File: src/rtl/packet_pkg.sv
// Shared packet format and transmitter types for the waveguide modulator path.
// The timestamp field is rewritten by the transmitter at launch.
package packet_pkg;

  localparam int TS_W = 32;

  typedef struct packed {
    logic [7:0]      dst;
    logic [7:0]      src;
    logic [15:0]     payload;
    logic [TS_W-1:0] timestamp;
  } packet_t;

  typedef enum logic [1:0] {
    TX_IDLE   = 2'd0,
    TX_LAUNCH = 2'd1,
    TX_GAP    = 2'd2
  } tx_state_e;

  function automatic packet_t stamp_packet(input packet_t p, input logic [TS_W-1:0] ts);
    packet_t r;
    r = p;
    r.timestamp = ts;
    return r;
  endfunction

endpackage

File: src/rtl/tx_fifo.sv
// Synchronous FIFO with occupancy count; push is ignored when full, pop when empty.
// Read data is the current head, valid whenever count != 0.
module tx_fifo #(
  parameter int WIDTH = 64,
  parameter int DEPTH = 8,
  localparam int AW   = $clog2(DEPTH)
) (
  input  logic             clk,
  input  logic             rst,
  input  logic             push,
  input  logic [WIDTH-1:0] wdata,
  input  logic             pop,
  output logic [WIDTH-1:0] rdata,
  output logic [AW:0]      count
);

  localparam logic [AW:0] FULL_CNT = (AW+1)'(DEPTH);

  logic [WIDTH-1:0] mem [DEPTH];
  logic [AW-1:0]    wr_ptr;
  logic [AW-1:0]    rd_ptr;
  logic             do_push;
  logic             do_pop;

  assign do_push = push && (count != FULL_CNT);
  assign do_pop  = pop && (count != '0);
  assign rdata   = mem[rd_ptr];

  // Storage carries no reset; only the pointers and count define contents.
  always_ff @(posedge clk) begin
    if (do_push) begin
      mem[wr_ptr] <= wdata;
    end
  end

  always_ff @(posedge clk or negedge rst) begin
    if (!rst) begin
      wr_ptr <= '0;
      rd_ptr <= '0;
      count  <= '0;
    end else begin
      if (do_push) begin
        wr_ptr <= wr_ptr + 1'b1;
      end
      if (do_pop) begin
        rd_ptr <= rd_ptr + 1'b1;
      end
      case ({do_push, do_pop})
        2'b10:   count <= count + 1'b1;
        2'b01:   count <= count - 1'b1;
        default: count <= count;
      endcase
    end
  end

endmodule

File: src/rtl/waveguide_tx.sv
// Optical modulator for one waveguide direction: buffers node packets, stamps the
// launch cycle, enforces the laser inter-packet gap and bounds in-flight packets.
module waveguide_tx
  import packet_pkg::*;
#(
  parameter int DEPTH        = 8,
  parameter int MAX_INFLIGHT = 4,
  parameter int GAP          = 1,
  localparam int CW          = $clog2(DEPTH) + 1
) (
  input  logic          clk,
  input  logic          rst,
  input  packet_t       in_data,
  input  logic          in_valid,
  output logic          in_ready,
  output packet_t       tx_data,
  output logic          tx_valid,
  input  logic          done_in,
  output logic [7:0]    inflight_cnt,
  output logic [CW-1:0] fifo_count,
  output logic          err_underflow,
  output tx_state_e     dbg_state
);

  // Handshake: in_data transfers on any rising edge where in_valid && in_ready;
  // in_ready depends only on registered occupancy, never on in_valid.

  localparam int              PW       = $bits(packet_t);
  localparam int              GW       = (GAP < 2) ? 1 : $clog2(GAP);
  localparam logic [GW-1:0]   GAP_LOAD = GW'((GAP > 0) ? GAP - 1 : 0);
  localparam logic [7:0]      MAX_IF   = 8'(MAX_INFLIGHT);
  localparam logic [CW-1:0]   FULL_CNT = CW'(DEPTH);

  tx_state_e       state;
  logic [GW-1:0]   gap_cnt;
  logic [TS_W-1:0] cycle_cnt;
  logic [PW-1:0]   head_bits;
  packet_t         head;
  logic            fifo_empty;
  logic            slot_ok;
  logic            can_launch;
  logic            launch;

  assign in_ready   = (fifo_count != FULL_CNT);
  assign fifo_empty = (fifo_count == '0);
  assign head       = head_bits;
  assign dbg_state  = state;

  tx_fifo #(
    .WIDTH (PW),
    .DEPTH (DEPTH)
  ) u_fifo (
    .clk   (clk),
    .rst   (rst),
    .push  (in_valid && in_ready),
    .wdata (in_data),
    .pop   (launch),
    .rdata (head_bits),
    .count (fifo_count)
  );

  // A done pulse in the same cycle frees its slot for this launch.
  assign slot_ok    = (inflight_cnt < MAX_IF) || done_in;
  assign can_launch = !fifo_empty && slot_ok;

  // The last gap cycle doubles as the idle decision cycle, so exactly GAP
  // dead cycles separate consecutive tx_valid pulses.
  always_comb begin
    launch = 1'b0;
    case (state)
      TX_IDLE:   launch = can_launch;
      TX_LAUNCH: launch = (GAP == 0) && can_launch;
      TX_GAP:    launch = (gap_cnt == '0) && can_launch;
      default:   launch = 1'b0;
    endcase
  end

  always_ff @(posedge clk or negedge rst) begin
    if (!rst) begin
      state         <= TX_IDLE;
      gap_cnt       <= '0;
      cycle_cnt     <= '0;
      tx_valid      <= 1'b0;
      tx_data       <= '0;
      inflight_cnt  <= '0;
      err_underflow <= 1'b0;
    end else begin
      cycle_cnt <= cycle_cnt + 1'b1;
      tx_valid  <= launch;
      if (launch) begin
        tx_data <= stamp_packet(head, cycle_cnt);
      end

      case (state)
        TX_IDLE: begin
          if (launch) begin
            state <= TX_LAUNCH;
          end
        end
        TX_LAUNCH: begin
          if (GAP > 0) begin
            state   <= TX_GAP;
            gap_cnt <= GAP_LOAD;
          end else if (!launch) begin
            state <= TX_IDLE;
          end
        end
        TX_GAP: begin
          if (gap_cnt == '0) begin
            state <= launch ? TX_LAUNCH : TX_IDLE;
          end else begin
            gap_cnt <= gap_cnt - 1'b1;
          end
        end
        default: state <= TX_IDLE;
      endcase

      // Launch and done together leave the count unchanged.
      if (launch && !done_in) begin
        inflight_cnt <= inflight_cnt + 1'b1;
      end else if (!launch && done_in && (inflight_cnt != '0)) begin
        inflight_cnt <= inflight_cnt - 1'b1;
      end
      if (done_in && (inflight_cnt == '0)) begin
        err_underflow <= 1'b1;
      end
    end
  end

endmodule

File: config.mk
export PLATFORM = sky130hd
export DESIGN_NAME = waveguide_tx
export DESIGN_NICKNAME = d
export VERILOG_FILES = /design/src/rtl/packet_pkg.sv /design/src/rtl/tx_fifo.sv /design/src/rtl/waveguide_tx.sv
export SDC_FILE = /design/constraint.sdc
export NUM_CORES = 1
export LEC_CHECK = 0
export ABC_AREA = 0
export CAP_MARGIN = 20
export CORE_ASPECT_RATIO = 0.9
export CORE_MARGIN = 4
export CORE_UTILIZATION = 45
export CTS_BUF_LIST = sky130_fd_sc_hd__clkbuf_4 sky130_fd_sc_hd__clkbuf_8 sky130_fd_sc_hd__clkbuf_16
export DETAILED_ROUTE_END_ITERATION = 8
export GPL_TIMING_DRIVEN = 0
export PLACE_DENSITY_LB_ADDON = 0.1
export SETUP_SLACK_MARGIN = 0.1
export SKIP_CTS_REPAIR_TIMING = 1
export SLEW_MARGIN = 15
export SYNTH_ARGS = -nofsm -noshare
export SYNTH_HDL_FRONTEND = slang
export SYNTH_SLANG_ARGS = --single-unit
File: constraint.sdc
create_clock -name clk -period 5.2 [get_ports clk]
set_input_delay 1.04 -clock clk [delete_from_list [all_inputs] [get_ports clk]]
set_output_delay 1.04 -clock clk [all_outputs]
set_load 0.02 [all_outputs]
==> results.md <==
• u_fifo.count[2] — destination of the worst register-to-register timing path
• 772 — number of standard cells after synthesis
• 22.5% — Area growth, synth to finish
• 4 — router iterations before antenna repair
• 23.9% — share of layout cells above drive strength 1
• 32.3% — max-slew headroom at the worst pin
• 0.52 ns — Worst path max stage delay
• edfxtp_1 — post-synthesis cell type with the largest combined area
• 0.53 ns — clock latency at the later pin of the worst-skew pair
• 0 ns — setup tns final
• false — unrepaired setup endpoints after global routing
• 0.284 mV — worst voltage drop across the vdd grid
• 46 — Distinct cells, synth
• 45.7% — Initial Util
• 116 — count of buffers from port buffering
• dbg_state[1] — worst hold endpoint
• edfxtp_1 — most common cell after layout, fill and taps aside
• dbg_state[1] — Hold Path Origin
• input pin — nature of the critical path startpoint
• 0 — count of pins over their slew limit
• 855 — synthesized netlist net count
• flip-flop — kind of capture point of the worst setup path
• 79 — maximum number of pins on one net before global-route repair
• 1 — cell depth of the worst hold path
• 4 — Buf+Inv Stages, Crit Path
• 374 — number of clock sinks
• 7,917 — number of global-route vias before repair
• 3.99 ns — Worst EP arrival
• 0.763 — final estimated routing congestion in global placement
• 9.70 mW — total power after layout
• 47.2 mm — global-route wire length before repair
• 21.9 um — detailed-route wire length per cell
• 30.7 mm — total routed wirelength
• 3 — clk buf depth
• buffers and inverters — cell family with the largest share of critical-path delay
• 5.31 — vias per cell
• 31,900 um^2 — area of the placeable core
• 1,404 — Final Non-Filler Cells
• 2 — number of antenna violations at the first check in global routing
• 69.0% — period utilization
• inflight_cnt[6] — start of the worst register-to-register path
• 17.7% — overall routing resource usage
• reg -> reg — path class of the lowest-slack min-delay path
• 0 — antenna viol nets, final
• 256 x edfxtp_1, 118 x dfrtp_1, 115 x clkdlybuf4s50_1 — leading cell types in the layout, fill and taps excluded
• 0 — max cap viols
• 14,600 um^2 — cell area after synthesis
• 62 — Site Rows
• 279 MHz — upper clock frequency limit
• 2 — H-tree levels
• 73.1% — proportion of synthesized chip area in sequential cells
• 0 — final hold viol count
• 0 — remaining routing DRC violations
• 544 nW/um^2 — power density cells
• xor2_1 — Critical Path Most Common Cell
• 39 — cts bufs inserted
• 0 — YS warnings
• 0 — diode count
• done_in — worst setup path startpoint
• 1.70 ns — slack of the worst reg-to-reg path
• 388 — Starting DRT DRC Count
• 18.9 um^2 — syn avg cell area
• 11 — crit path max fanout
• 7,450 — routed vias
• done — CTS tree
• 6.60 nW — leakage
• 35,300 um^2 — die outline area
• completed — result of the run
• 52.8% — fraction of post-synthesis cell area in the top cell type by area
• 20.5 mm — placed wire-length estimate after detailed placement
• 0.0147 ns — Setup Skew
• 0 — Final setup violation count
• in -> reg — class of the most critical setup path
• 16,600 um^2 — Placed Instance Area
• 3.59 ns — Tmin final
• clkbuf_16 — Root Buffer Master
• 1,334 — placed cell count
• 1,042 — number of nets in the finished design
• 1.61 ns — worst setup margin
• 17,800 um^2 — final std cell area, no fill
• clkdlybuf4s50_1 — slowest library cell on the worst path
• 1.02 ns — transition time at the pin with the least slew margin
• 1.04 ns — Post-Place Setup Slack
• 0 — overflow left after global routing
• 374 — synthesized flop and latch total
• 0.06 ns — clock transition at the registers of the reported paths
• 149 — IO Count
• 179 um — die extent in y
• clkdlybuf4s50_1, inv_1, a21oi_4, buf_2, buf_2, ha_1, xor2_1, ha_1, a21oi_1, xor2_1, nor2_1, xor2_1 — Critical Path, Cell by Cell
• edfxtp_1 53%, dfrtp_1 20%, mux4_2 9.9%, mux2_2 2.9%, mux2i_1 2.3% — main area contributors after synthesis
• 5.60 ns — Crit path required time
• 198 um — Die Wd
• 12 — logic depth of the worst register-to-register path
-- layer usage --
metal | vias up | share of wire (%) | track usage (%) | wire length [um]
met5 | - | 0.085 | 0 | 26
met4 | 4 | 1.7 | 3.90 | 532
met3 | 46 | 4.2 | 3.23 | 1290
met2 | 162 | 52 | 31.4 | 15900
met1 | 3860 | 42 | 22.9 | 12900
li1 | 3378 | - | - | -
-- logic make-up after synthesis --
| family | share of synthesized area (%) |
|---|---|
| XOR/XNOR | 2.77 |
| adder cells (fa/ha/maj) | 1.34 |
| flip-flops | 73.1 |
| AND/OR/NAND/NOR | 3.95 |
| buffers and inverters | 1.22 |
| AO/OA/AOI/OAI | 2.28 |
| multiplexers | 15.3 |
-- synth_stat cells (all sizes together) --
cell,number
fa,1
inv,7
edfxtp,256
and4,3
nor4bb,1
nor3,7
a31o,1
buf,20
nand4,11
mux2,41
o311ai,1
o21ai,1
a31oi,1
nand4bb,1
nand3,14
or2,1
o41ai,2
clkbuf,11
dfrtp,118
a211oi,2
or3,1
a21o,3
a311o,1
mux4,64
nand2b,2
nand2,17
nor4,3
nor2,44
a21oi,40
and3,2
and2,2
mux2i,33
xnor2,31
ha,14
xor2,15
-- state kept, by name, indices dropped and copies added, names as in the netlist --
signal,count
cycle_cnt,32
dbg_state,2
err_underflow,1
inflight_cnt,8
tx_data,64
tx_valid,1
u_fifo.count,4
u_fifo.mem,256
u_fifo.rd_ptr,3
u_fifo.wr_ptr,3
-- worst register-to-register path, stage by stage, from the launching register on --
cell	delay, ns
dfrtp_1	0.42
nor4_1	0.34
nand2_1	0.26
a21oi_4	0.51
buf_2	0.35
buf_2	0.38
ha_1	0.31
xor2_1	0.10
ha_1	0.18
a21oi_1	0.16
xor2_1	0.16
nor2_1	0.08
xor2_1	0.15
-- where the power goes --
| group | switching [mW] | internal, mW | total, mW |
|---|---|---|---|
| combinational | 1.61 | 1.44 | 3.05 |
| clock | 1.08 | 1.58 | 2.66 |
| sequential | 0.261 | 3.73 | 3.99 |
-- per-stage QoR --
| step | utilization, % | hold WS [ns] |
|---|---|---|
| floorplan | - | 0.440 |
| global placement | 50.9 | 0.408 |
| detailed placement | 52.1 | 0.429 |
| CTS | 55.9 | 0.438 |
| global route | 55.9 | 0.452 |
| finish | 55.9 | 0.435 |
-- final cells by class --
class / instances / area (um^2)
fill: 2483 / 14000
sequential: 374 / 10600
multi-input combinational: 360 / 3790
timing repair buffer: 146 / 1470
clock buffer: 60 / 1150
tap: 416 / 520
buffer: 31 / 151
clock inverter: 10 / 85.1
inverter: 7 / 26.3
-- worst max-delay path by stage --
| stage | endpoint | depth (start not counted) |
|---|---|---|
| after CTS | u_fifo.count[2] | 12 |
| after global routing | u_fifo.count[2] | 12 |
| final | u_fifo.count[2] | 12 |
| after floorplan | u_fifo.mem[0][32] | 2 |
| after detailed placement | u_fifo.count[2] | 12 |
| after global placement | u_fifo.mem[0][42] | 3 |
Power figures use the tool's default switching activity.
